==> src/rtl/rf_writeback_unit.sv <==
// rf_writeback_unit: final pipeline stage driving the register-file write port.
// Selects ALU / load / PC+4 writeback, waits for data-memory responses on loads
// with a bounded timeout, and aligns/extends load data by funct3.
// All write-port outputs are registered so they hold steady across the
// register file's negedge write.
module rf_writeback_unit #(
    parameter int MEM_TIMEOUT = 15
) (
    input  logic        clk,
    input  logic        rst_n,
    input  logic        ex_valid,
    output logic        ex_ready,
    input  logic        ex_reg_wr,
    input  logic [4:0]  ex_rd,
    input  logic [1:0]  ex_wb_sel,
    input  logic [2:0]  ex_funct3,
    input  logic [31:0] ex_alu_result,
    input  logic [31:0] ex_pc4,
    input  logic        dmem_rvalid,
    input  logic [31:0] dmem_rdata,
    output logic        rf_wr,
    output logic [4:0]  rd,
    output logic [31:0] wdata,
    output logic        busy,
    output logic        load_err
);

    localparam logic [7:0] TIMEOUT_LAST = 8'(MEM_TIMEOUT - 1);

    typedef enum logic {S_IDLE = 1'b0, S_WAIT_MEM = 1'b1} state_t;

    state_t      r_state;
    state_t      w_state_next;
    logic [7:0]  r_cnt;
    logic [7:0]  w_cnt_next;

    // load context captured at accept, used when the response arrives
    logic [4:0]  r_ld_rd;
    logic [2:0]  r_ld_funct3;
    logic [1:0]  r_ld_addr;

    logic        r_rf_wr;
    logic [4:0]  r_rd;
    logic [31:0] r_wdata;
    logic        r_load_err;

    logic        w_rf_wr_next;
    logic [4:0]  w_rd_next;
    logic [31:0] w_wdata_next;
    logic        w_load_err_next;

    logic        w_accept;
    logic        w_is_load;
    logic        w_misaligned;
    logic [31:0] w_shifted;
    logic [31:0] w_load_data;

    assign ex_ready  = (r_state == S_IDLE);
    assign busy      = (r_state == S_WAIT_MEM);
    assign w_accept  = ex_valid && ex_ready;
    assign w_is_load = (ex_wb_sel == 2'b01);

    assign rf_wr    = r_rf_wr;
    assign rd       = r_rd;
    assign wdata    = r_wdata;
    assign load_err = r_load_err;

    // Detect misaligned halfword/word loads at accept time
    always_comb begin
        w_misaligned = 1'b0;
        case (ex_funct3)
            3'b001, 3'b101: w_misaligned = ex_alu_result[0];
            3'b010:         w_misaligned = |ex_alu_result[1:0];
            default:        w_misaligned = 1'b0;
        endcase
    end

    // Align the raw memory word and extend it according to the captured funct3
    assign w_shifted = dmem_rdata >> {r_ld_addr, 3'b000};
    always_comb begin
        w_load_data = dmem_rdata;
        case (r_ld_funct3)
            3'b000:  w_load_data = {{24{w_shifted[7]}}, w_shifted[7:0]};
            3'b100:  w_load_data = {24'h0, w_shifted[7:0]};
            3'b001:  w_load_data = {{16{w_shifted[15]}}, w_shifted[15:0]};
            3'b101:  w_load_data = {16'h0, w_shifted[15:0]};
            default: w_load_data = dmem_rdata;
        endcase
    end

    // State register, timeout counter and load-context capture
    always_ff @(posedge clk or negedge rst_n) begin
        if (!rst_n) begin
            r_state     <= S_IDLE;
            r_cnt       <= 8'h00;
            r_ld_rd     <= 5'd0;
            r_ld_funct3 <= 3'd0;
            r_ld_addr   <= 2'd0;
        end else begin
            r_state <= w_state_next;
            r_cnt   <= w_cnt_next;
            if (w_accept && w_is_load) begin
                r_ld_rd     <= ex_rd;
                r_ld_funct3 <= ex_funct3;
                r_ld_addr   <= ex_alu_result[1:0];
            end
        end
    end

    // Next-state and counter logic
    always_comb begin
        w_state_next = r_state;
        w_cnt_next   = r_cnt;
        case (r_state)
            S_IDLE: begin
                if (w_accept && w_is_load && !w_misaligned) begin
                    w_state_next = S_WAIT_MEM;
                    w_cnt_next   = 8'h00;
                end
            end
            S_WAIT_MEM: begin
                if (dmem_rvalid) begin
                    w_state_next = S_IDLE;
                end else if (r_cnt == TIMEOUT_LAST) begin
                    w_state_next = S_IDLE;
                end else if (r_cnt != 8'hFF) begin
                    w_cnt_next = r_cnt + 8'h01;
                end
            end
            default: w_state_next = S_IDLE;
        endcase
    end

    // Output decode: what the write port should show after the next edge
    always_comb begin
        w_rf_wr_next    = 1'b0;
        w_rd_next       = r_rd;
        w_wdata_next    = r_wdata;
        w_load_err_next = 1'b0;
        case (r_state)
            S_IDLE: begin
                if (w_accept) begin
                    if (!w_is_load) begin
                        w_rf_wr_next = ex_reg_wr && (ex_rd != 5'd0);
                        w_rd_next    = ex_rd;
                        w_wdata_next = (ex_wb_sel == 2'b10) ? ex_pc4 : ex_alu_result;
                    end else if (w_misaligned) begin
                        w_load_err_next = 1'b1;
                    end
                end
            end
            S_WAIT_MEM: begin
                if (dmem_rvalid) begin
                    w_rf_wr_next = (r_ld_rd != 5'd0);
                    w_rd_next    = r_ld_rd;
                    w_wdata_next = w_load_data;
                end else if (r_cnt == TIMEOUT_LAST) begin
                    w_load_err_next = 1'b1;
                end
            end
            default: ;
        endcase
    end

    // Output registers
    always_ff @(posedge clk or negedge rst_n) begin
        if (!rst_n) begin
            r_rf_wr    <= 1'b0;
            r_rd       <= 5'd0;
            r_wdata    <= 32'h0;
            r_load_err <= 1'b0;
        end else begin
            r_rf_wr    <= w_rf_wr_next;
            r_rd       <= w_rd_next;
            r_wdata    <= w_wdata_next;
            r_load_err <= w_load_err_next;
        end
    end

endmodule

==> config.mk <==
export PLATFORM = sky130hd
export DESIGN_NAME = rf_writeback_unit
export DESIGN_NICKNAME = d
export VERILOG_FILES = /design/src/rtl/rf_writeback_unit.sv
export SDC_FILE = /design/constraint.sdc
export NUM_CORES = 1
export LEC_CHECK = 0
export CAP_MARGIN = 40
export CORE_ASPECT_RATIO = 0.6
export CORE_MARGIN = 2
export CORE_UTILIZATION = 47
export CTS_CLUSTER_DIAMETER = 200
export CTS_CLUSTER_SIZE = 40
export DETAILED_ROUTE_END_ITERATION = 12
export PLACE_DENSITY = 0.92
export REMOVE_ABC_BUFFERS = 1
export SLEW_MARGIN = 10
export SYNTH_ARGS = -nofsm -noshare
export SYNTH_HDL_FRONTEND = slang
export SYNTH_SLANG_ARGS = --single-unit
export TNS_END_PERCENT = 20
==> constraint.sdc <==
create_clock -name clk -period 4.8 [get_ports clk]
set_input_delay 0.96 -clock clk [delete_from_list [all_inputs] [get_ports clk]]
set_output_delay 0.96 -clock clk [all_outputs]
set_load 0.005 [all_outputs]
==> results.md, run 1 <==
- Crit share post-route: 65.49%
- Routed vias/inst: 6.190
- Core Area: 0.007327 mm2
- Layout cell share with drive strength beyond 1: 9.677%
- Antenna Cells: 0
- Syn Area/Cell: 9.400 um2
- Req. time, crit path: 4.98 ns
- Initial core utilization: 49.01%
- Wire length per cell: 20.60 um
- Placer Congestion: 0.9155
- First DRT Iteration DRCs: 407
- First-pass GRT wire length: 20200 um
- Clock Tree Buf Depth: 2
- Chip Height: 71.71 um
- Synth unique cells: 44
- Mapped Area: 0.003591 mm2
- CTS Root Cell: clkbuf_16
- Most frequent cells in the layout: clkdlybuf4s50_1 (150), dfrtp_1 (58), nand2_1 (48)
- CP Launch Type: input port
- Post-CTS setup buffer count: 0
- Rows: 24
- CTS sink count: 58
- Num CTS Buffers: 9
- Dpl cells: 616
- Die Width: 116.8 um
- VDD IR-drop max: 191.4 uV
- Post_cts resized: 0
- Nets: 636
- MaxCap Viol Count: 0
- I/O pin cnt: 152
- Fmax: 318.1 MHz
- CP Max Fanout: 27
- Routed via count: 3906
- Placed Area: 0.005156 mm2
- Initial antenna violation count: 0
- Lkg Pwr: 2.262 nW
- Yosys warning count: 0
- Tmin final: 3.144 ns
- Seq/Total Area, Yosys: 40.42%
- CTS tree: done
- Commonest non-fill, non-tap cell in the layout: clkdlybuf4s50_1
- Critical Path, Cell by Cell: clkdlybuf4s50_1 -> and2_1 -> a21oi_2 -> buf_4 -> a221oi_1 -> o21ai_2
- H-tree depth: 3
- Outcome: complete, no violations
- Dpl hpwl: 9632 um
- R2r setup slk: 2.08 ns
- Crit path kind: input port to flip-flop
- Largest net degree at the start of global routing: 59
- Skew-Pair Late Insertion Delay: 0.33 ns
- Flops & latches, synth: 58
- Final setup vio count: 0
- Post-route cell area: 0.005443 mm2
- Slowest cell on crit path: and2_1
- Vias in the first global route: 4002
- GRT overflow: 0
- Post-CTS Hold Fix Bufs: 0
- Final hold violation count: 0
- Antenna Nets Post-Route: 0
- Pwr dens: 351.7 mW/mm2
- GRT Total Usage: 31.47%
- Register clock-pin slew on the reported worst setup and hold paths: 0.05 ns
- Layout area overhead: 51.57%
- Worst rel slew slack: 43.43%
- Worst slew pin tran: 0.8454 ns
- Slowest stage delay, CP: 0.71 ns
- Synthesized instance count: 382
- Pins Over Slew Limit: 0
- Fin Clk Skew: 0.003758 ns
- Layout fillers: 539
- Final wirelength: 13000 um
- Critical path arrival: 3.32 ns
- Router iterations before antenna repair: 5
- Worst min-delay path category: flip-flop to flip-flop
- Final std cells w/o fill: 631
- Setup TNS: 0 ns
- Die area: 0.008378 mm2
- Remaining DRCs: 0
- CP endpoint kind: flip-flop
- Unrepaired setup endpoints after global routing: false
- IO Port Bufs: 151
==> metal layers <==
metal,wire length (um),track usage (%),vias to the layer above
met2,5901,49.65,247
met1,5477,41.92,1880
li1,-,-,1737
met3,1301,8.545,42
met4,320,11.50,0
met5,0,0,-
==> per-stage QoR <==
step / setup slack (ns) / total power, mW / util, % / hold WS (ns)
finish: 1.656 / 1.914 / 74.28 / 0.5059
global route: 1.523 / 1.996 / 74.28 / 0.5237
CTS: 1.668 / 1.910 / 74.28 / 0.4961
detailed placement: 1.352 / 1.279 / 70.37 / 0.4828
global placement: 1.545 / 1.252 / 70.17 / 0.4658
floorplan: 1.312 / 0.9197 / - / 0.4443
==> power by group <==
group	total [mW]	leakage, nW	internal (mW)	switching [mW]
sequential	0.692	0.720	0.583	0.109
combinational	0.592	1.40	0.340	0.253
clock	0.630	0.142	0.411	0.219
total	1.91	2.26	1.33	0.580
==> sequential cells by signal (all words and copies together) (netlist names) <==
signal       cells
rd               5
load_err         1
r_ld_addr        2
r_ld_funct3      3
r_ld_rd          5
busy             1
r_cnt            8
rf_wr            1
wdata           32
==> logic make-up after synthesis <==
| family | synth area share [%] |
|---|---|
| compound gates | 24.11 |
| fa+ha+maj | 0.6968 |
| buf+inv | 3.624 |
| flops | 40.42 |
| mux | 13.83 |
| simple gates | 17.32 |
==> final timing paths <==
kind,startpoint,end,cells after the start
max reg2reg,busy$_DFF_PN0_,wdata[22]$_DFFE_PN0P_,5
min in group asynchronous,rst_n,r_cnt[5]$_DFFE_PN0P_,2
max in group asynchronous,rst_n,wdata[29]$_DFFE_PN0P_,2
min reg2reg,r_ld_rd[4]$_DFFE_PN0P_,r_ld_rd[4]$_DFFE_PN0P_,2
min,r_ld_rd[4]$_DFFE_PN0P_,r_ld_rd[4]$_DFFE_PN0P_,2
max,dmem_rvalid,wdata[22]$_DFFE_PN0P_,6
==> critical path, delay by kind of cell <==
family / cells / cell delay, ns
AOI/OAI and AO/OA: 3 / 0.75
and+or+nand+nor: 1 / 0.71
buffers and inverters: 2 / 0.90
==> area by class of cell <==
| cell class | instances | area [um2] | share of cell area, % |
|---|---|---|---|
| multi-input combinational | 296 | 2019 | 37.10 |
| timing repair buffer | 155 | 1544 | 28.37 |
| sequential | 58 | 1451 | 26.67 |
| clock buffer | 12 | 246.5 | 4.529 |
| tap | 104 | 130.1 | 2.391 |
| clock inverter | 3 | 40.04 | 0.7356 |
| inverter | 3 | 11.26 | 0.2069 |
==> synthesized netlist by cell type (all sizes together) <==
cell type / n / area (um2)
nor3: 4 / 20.02
and3: 23 / 143.9
nand2b: 4 / 25.02
a211oi: 15 / 112.6
or3: 1 / 6.260
and2: 2 / 12.51
clkbuf: 11 / 41.29
a311o: 3 / 30.03
nand3: 6 / 30.03
o22ai: 7 / 43.79
nand3b: 2 / 15.01
o211a: 2 / 20.02
o21bai: 1 / 7.510
inv: 3 / 11.26
a221oi: 17 / 166.4
ha: 2 / 25.02
nor4: 1 / 6.260
or4: 2 / 15.01
a221o: 1 / 10.01
nor3b: 1 / 7.510
or4bb: 2 / 22.52
and3b: 1 / 12.51
nand4: 4 / 25.02
nand2: 48 / 180.2
o2bb2ai: 7 / 61.31
dfrtp: 58 / 1451
o21ai: 56 / 287.8
mux2: 26 / 296.5
nor2: 5 / 18.77
a21oi: 11 / 58.81
mux2i: 20 / 200.2
a22oi: 8 / 60.06
nor2b: 12 / 75.07
or2: 1 / 6.260
buf: 14 / 77.57
o211ai: 1 / 7.510
Power figures use the tool's default switching activity.
==> run 2, diff against run 1 <==
Settings changed: CORE_UTILIZATION 47 to 43, PLACE_DENSITY 0.92 to 0.86.
Clock period 4.8 ns to 3.2 ns, I/O delays scaled along.
==> run 2 against run 1 <==
Global-route usage is 4.5 points lower. Final area is 0.67% higher. First-iteration DRC count is 21% lower. Critical endpoint is now ex_ready. Critical path type is now flip-flop to output port. Worst hold slack worse by 0.18 ns. Clock-buffer cell count is 1 lower. Register-to-register slack worse by 1.2 ns. Sequential share of layout area is 0.18 points lower. Largest cell class unchanged. Setup slack worse by 0.86 ns. Critical path depth is 4 lower.
==> results.md, run 2 (same netlist as run 1, synthesis figures left out) <==
- Unrepaired setup endpoints after global routing: false
- Register clock-pin slew on the reported worst setup and hold paths: 0.05 ns (about the same)
- Layout cell share with drive strength beyond 1: 11.05% (+1.4 points)
- CTS Root Cell: clkbuf_16
- Post-CTS Hold Fix Bufs: 0 (unchanged)
- Placer Congestion: 0.8907 (-2.7%)
- Num CTS Buffers: 9 (unchanged)
- Worst r2r path cells: 4 (-1)
- Most Crowded Layer GR: met2
- Max reg flops: 32 (unchanged)
- Clock Tree Buf Depth: 2 (unchanged)
- Critical path arrival: 1.76 ns (-1.56 ns)
- GRT overflow: 0 (unchanged)
- Req. time, crit path: 2.56 ns (-2.42 ns)
- CTS sink count: 58 (unchanged)
- Initial core utilization: 45.02% (-4.0 points)
- Nets: 642 (+0.94%)
- CP delay by family, top: flip-flops
- Antenna Cells: 0 (unchanged)
- Post-CTS setup buffer count: 0 (unchanged)
- Sequential Power Share: 36.5% (+0.3 points)
- Combinational share of power: 32.4% (+1.5 points)
- Slowest stage delay, CP: 0.73 ns (+0.02 ns)
- Pins Over Slew Limit: 0 (unchanged)
- Fmax: 416.0 MHz
- CP Max Fanout: 15 (-44%)
- Core Area: 0.007976 mm2 (+8.9%)
- Crit share post-route: 75.12%
- Worst min-delay path category: input port to asynchronous set/reset pin
- Final hold violation count: 0 (unchanged)
- Clock power frac: 31.1% (-1.8 points)
- MaxCap Viol Count: 0 (unchanged)
- Lkg Pwr: 2.281 nW (+0.82%)
- Initial antenna violation count: 0 (unchanged)
- Vias in the first global route: 3627 (-9.4%)
- IO Port Bufs: 151 (unchanged)
- Net Sw Power: 0.8595 mW (+48%)
- Skew-Pair Late Insertion Delay: 0.33 ns (about the same)
- R2r endpoint: wdata[17]$_DFFE_PN0P_
- Layout area overhead: 52.58%
- Worst rel slew slack: 44.89% (+1.5 points)
- I/O pin cnt: 152 (unchanged)
- Die Width: 122.0 um (+4.4%)
- Commonest non-fill, non-tap cell in the layout: clkdlybuf4s50_1
- Fin Clk Skew: 0.004249 ns (+0.0004912 ns)
- Rows: 25 (+4.2%)
- Antenna Nets Post-Route: 0 (unchanged)
- Pwr dens: 509.2 mW/mm2 (+45%)
- Largest net degree at the start of global routing: 35 (-41%)
- Global Route met1 Usage: 34.63% (-7.3 points)
- Final wirelength: 12340 um (-5.1%)
- Remaining DRCs: 0 (unchanged)
- Post_cts resized: 0 (unchanged)
- Slowest cell on crit path: dfrtp_1
- VDD IR-drop max: 295.7 uV (+55%)
- Worst slew pin tran: 0.8236 ns (-0.02179 ns)
- Met2 Usage GRT: 44.07% (-5.6 points)
- R2r setup slk: 0.86 ns (-1.22 ns)
- Internal power: 1.930 mW (+45%)
- Hold slack: 0.3253 ns (-0.1806 ns)
- WP buf/inv: 2 (unchanged)
- GRT Total Usage: 26.94% (-4.5 points)
- Router iterations before antenna repair: 5 (unchanged)
- Setup TNS: 0 ns (unchanged)
- CP Launch Type: flip-flop
- Tmin final: 2.404 ns
- Reg2reg start: r_ld_addr[1]$_DFFE_PN0P_
- Routed via count: 3825 (-2.1%)
- Routed vias/inst: 5.958 (-3.8%)
- Met3 GRT Util: 7.803% (-0.74 points)
- Most frequent cells in the layout: clkdlybuf4s50_1 (150), dfrtp_1 (58), nand2_1 (48)
- Final setup vio count: 0 (unchanged)
- Crit path kind: flip-flop to output port
- Outcome: complete, no violations
- Wire length per cell: 19.22 um (-6.7%)
- CP endpoint kind: output port
- CTS tree: done
- H-tree depth: 3 (unchanged)
- Die area: 0.009122 mm2 (+8.9%)
- Dpl hpwl: 9355 um (-2.9%)
- Chip Height: 74.79 um (+4.3%)
- Sw frac: 30.81% (+0.50 points)
- First-pass GRT wire length: 18630 um (-7.8%)
- Critical Path, Cell by Cell: inv_1 -> clkdlybuf4s50_1
- First DRT Iteration DRCs: 320 (-21%)
## run 2: cell types whose count changed in the layout (fill, tap and decap cells not counted)
cell,delta
buf_4,+6
clkinvlp_4,+2
bufinv_16,-1
clkbuf_1,-1
clkinv_2,+1
## run 2: worst reg2reg max path, stage by stage, from the launching register on
cell and delay [ns]:
dfrtp_1 0.78, mux2_4 0.37, and3b_4 0.20, a221oi_4 0.63, o21ai_0 0.21
## run 2: power by group through the flow
stage               Clock (mW)  Sequential, mW  Combinational, mW
floorplan                    0            1.01              0.370
global placement             0            1.02              0.865
detailed placement           0            1.03              0.896
CTS                      0.881            1.02              0.902
global route             0.916            1.04              0.973
finish                   0.867            1.02              0.904
## run 2: per-stage QoR
step	util, %	area [um2]	instances	setup WS [ns]	total power, mW
after global placement	65.08	5191	625	0.6796	1.886
after floorplan	-	3472	357	0.03242	1.380
final	68.69	5479	642	0.7960	2.790
after CTS	68.69	5479	642	0.8199	2.800
after global routing	68.69	5479	642	0.7479	2.927
after detailed placement	65.27	5206	626	0.6026	1.924
## run 2: layer usage
layer,vias up,part of all wire (%)
li1,1754,-
met1,1828,41
met2,215,47
met3,28,10
met4,0,2.1
met5,-,0
## run 2: worst max-delay path by stage
stage / start / end / cells after the start
2_1_floorplan: ex_wb_sel[0] / wdata[22]$_DFFE_PN0P_ / 4
3_3_place_gp: ex_wb_sel[0] / wdata[10]$_DFFE_PN0P_ / 6
3_5_place_dp: ex_wb_sel[0] / r_cnt[0]$_DFFE_PN0P_ / 6
4_1_cts: busy$_DFF_PN0_ / ex_ready / 2
5_1_grt: busy$_DFF_PN0_ / ex_ready / 2
6_report: busy$_DFF_PN0_ / ex_ready / 2
## run 2: cell type report
type,instances,area (um2)
well taps,108,135.1
multi-input cells,296,2019
clock buffers,11,242.7
inverters,3,11.26
flip-flops and latches,58,1451
clock inverters,5,30.03
repair buffers,161,1589
fillers,606,2497
==> run 3, diff against run 2 <==
Clock period 3.2 ns to 2.5 ns, I/O delays scaled along.
==> run 3 against run 2 <==
Die area stayed put. Via count is 1.5% higher. Largest cell class unchanged. Critical path depth stayed put. Wire length is 2.8% higher. Sequential share of layout area is 0.59 points lower. Sequential power is 27% higher. Utilization is 1.6 points higher. Sequential cell count stayed put. Final area is 2.3% higher. Combinational power is 33% higher. Critical endpoint unchanged.
==> results.md, run 3 (same netlist as run 1, synthesis figures left out) <==
- GRT Total Usage: 27.93% (+0.99 points)
- Layout cell share with drive strength beyond 1: 12.06% (+1.0 points)
- Initial antenna violation count: 0 (unchanged)
- CP Max Fanout: 15 (unchanged)
- CTS tree: done
- Num CTS Buffers: 9 (unchanged)
- Routed vias/inst: 6.002 (+0.73%)
- Post-CTS Hold Fix Bufs: 0 (unchanged)
- Worst min-delay path category: input port to asynchronous set/reset pin
- Final setup vio count: 0 (unchanged)
- I/O pin cnt: 152 (unchanged)
- Worst rel slew slack: 50.31% (+5.4 points)
- MaxCap Viol Count: 0 (unchanged)
- Critical path arrival: 1.80 ns (+0.04 ns)
- Core Area: 0.007976 mm2 (unchanged)
- Layout area overhead: 56.03%
- Register clock-pin slew on the reported worst setup and hold paths: 0.06 ns (about the same)
- Met2 Wirelength: 6139 um (+5.9%)
- Worst slew pin tran: 0.7454 ns (-0.07817 ns)
- Met3 WL: 1253 um (+1.0%)
- IO Port Bufs: 151 (unchanged)
- CTS sink count: 58 (unchanged)
- CTS Root Cell: clkbuf_16
- Router iterations before antenna repair: 5 (unchanged)
- Slowest cell on crit path: dfrtp_1
- Lkg Pwr: 2.345 nW (+2.8%)
- Wire length per cell: 19.60 um (+2.0%)
- Wl on met1: 5066 um (+0.60%)
- Post-CTS setup buffer count: 0 (unchanged)
- Unrepaired setup endpoints after global routing: false
- Skew-Pair Late Insertion Delay: 0.34 ns (about the same)
- Post_cts resized: 0 (unchanged)
- Final wirelength: 12680 um (+2.8%)
- Pins Over Slew Limit: 0 (unchanged)
- Layout fillers: 574 (-5.3%)
- Crit path kind: flip-flop to output port
- Chip Height: 74.79 um (unchanged)
- Hold slack: 0.3136 ns (-0.01169 ns)
- Largest net degree at the start of global routing: 59 (+69%)
- Remaining DRCs: 0 (unchanged)
- Die Width: 122.0 um (unchanged)
- Most frequent cells in the layout: clkdlybuf4s50_1 (150), dfrtp_1 (58), nand2_1 (48)
- Vias in the first global route: 3814 (+5.2%)
- Fin Clk Skew: 0.008884 ns (+0.004635 ns)
- CP Launch Type: flip-flop
- Outcome: complete, no violations
- Pwr dens: 700.4 mW/mm2 (+38%)
- First-pass GRT wire length: 19250 um (+3.3%)
- Routed via count: 3883 (+1.5%)
- Max reg flops: 32 (unchanged)
- Placer Congestion: 0.8732 (-2.0%)
- Req. time, crit path: 2.00 ns (-0.56 ns)
- Crit share post-route: 92.10%
- Antenna Cells: 0 (unchanged)
- VDD IR-drop max: 445.5 uV (+51%)
- H-tree depth: 3 (unchanged)
- Critical Path, Cell by Cell: inv_1 -> clkdlybuf4s50_1
- Slowest stage delay, CP: 0.73 ns (about the same)
- CP endpoint kind: output port
- Rows: 25 (unchanged)
- Highest metal used: met4
- Fmax: 434.3 MHz
- Antenna Nets Post-Route: 0 (unchanged)
- Initial core utilization: 45.02% (unchanged)
- First DRT Iteration DRCs: 461 (+44%)
- GRT overflow: 0 (unchanged)
- Tot Pwr: 3.924 mW (+41%)
- Dpl hpwl: 9275 um (-0.86%)
- Final hold violation count: 0 (unchanged)
- Nets: 647 (+0.78%)
- Die area: 0.009122 mm2 (unchanged)
- Tmin final: 2.303 ns
- Commonest non-fill, non-tap cell in the layout: clkdlybuf4s50_1
- Clock Tree Buf Depth: 2 (unchanged)
[run 3: cell types whose count changed in the layout (fill, tap and decap cells not counted), sizes merged]
cell,before,now
bufinv,0,3
clkinv,3,2
clkinvlp,2,1
inv,3,4
clkbuf,11,9
buf,11,16
[run 3: final timing paths]
check / slack (ns) / from / end / cells past startpoint
hold reg to reg: 0.51 / r_cnt[4]$_DFFE_PN0P_ / r_cnt[4]$_DFFE_PN0P_ / 1
setup / recovery: 0.20 / busy$_DFF_PN0_ / ex_ready / 2
max in group asynchronous: 1.69 / rst_n / wdata[17]$_DFFE_PN0P_ / 2
hold / removal: 0.31 / rst_n / wdata[4]$_DFFE_PN0P_ / 2
setup reg to reg: 0.44 / busy$_DFF_PN0_ / wdata[19]$_DFFE_PN0P_ / 3
min in group clk: 0.51 / r_cnt[4]$_DFFE_PN0P_ / r_cnt[4]$_DFFE_PN0P_ / 1
[run 3: worst max-delay path, delay by kind of cell (launching register included)]
family,cells,cell delay (ns)
flip-flops,1,0.73
buffers and inverters,2,0.74
[run 3: metrics by stage]
stage | std cells | utilization, % | setup WS, ns | area (um2) | setup TNS [ns]
detailed placement | 631 | 65.96 | 0.1989 | 5261 | 0
global route | 647 | 70.24 | 0.1433 | 5603 | 0
global placement | 631 | 65.96 | 0.2747 | 5261 | 0
floorplan | 357 | - | -0.5276 | 3472 | -12.20
CTS | 647 | 70.24 | 0.2257 | 5603 | 0
finish | 647 | 70.24 | 0.1974 | 5603 | 0
[run 3: per-layer routing]
metal	track usage [%]	up-vias
li1	-	1758
met4	9.068	0
met5	0	-
met1	33.05	1882
met2	49.53	211
met3	8.712	32
[run 3: power by group]
| part | switching [mW] | internal [mW] | total [mW] |
|---|---|---|---|
| sequential | 0.175 | 1.12 | 1.30 |
| combinational | 0.521 | 0.678 | 1.20 |
| clock | 0.458 | 0.972 | 1.43 |
[run 3: cell type report]
type                            instances  area [um2]  area share (%)
Clock buffer                            9       225.2           4.020
Clock inverter                          7       116.4           2.077
Inverter                                3       11.26          0.2010
Multi-Input combinational cell        296        2019           36.04
Sequential cell                        58        1451           25.90
Tap cell                              108       135.1           2.412
Timing Repair Buffer                  166        1644           29.34
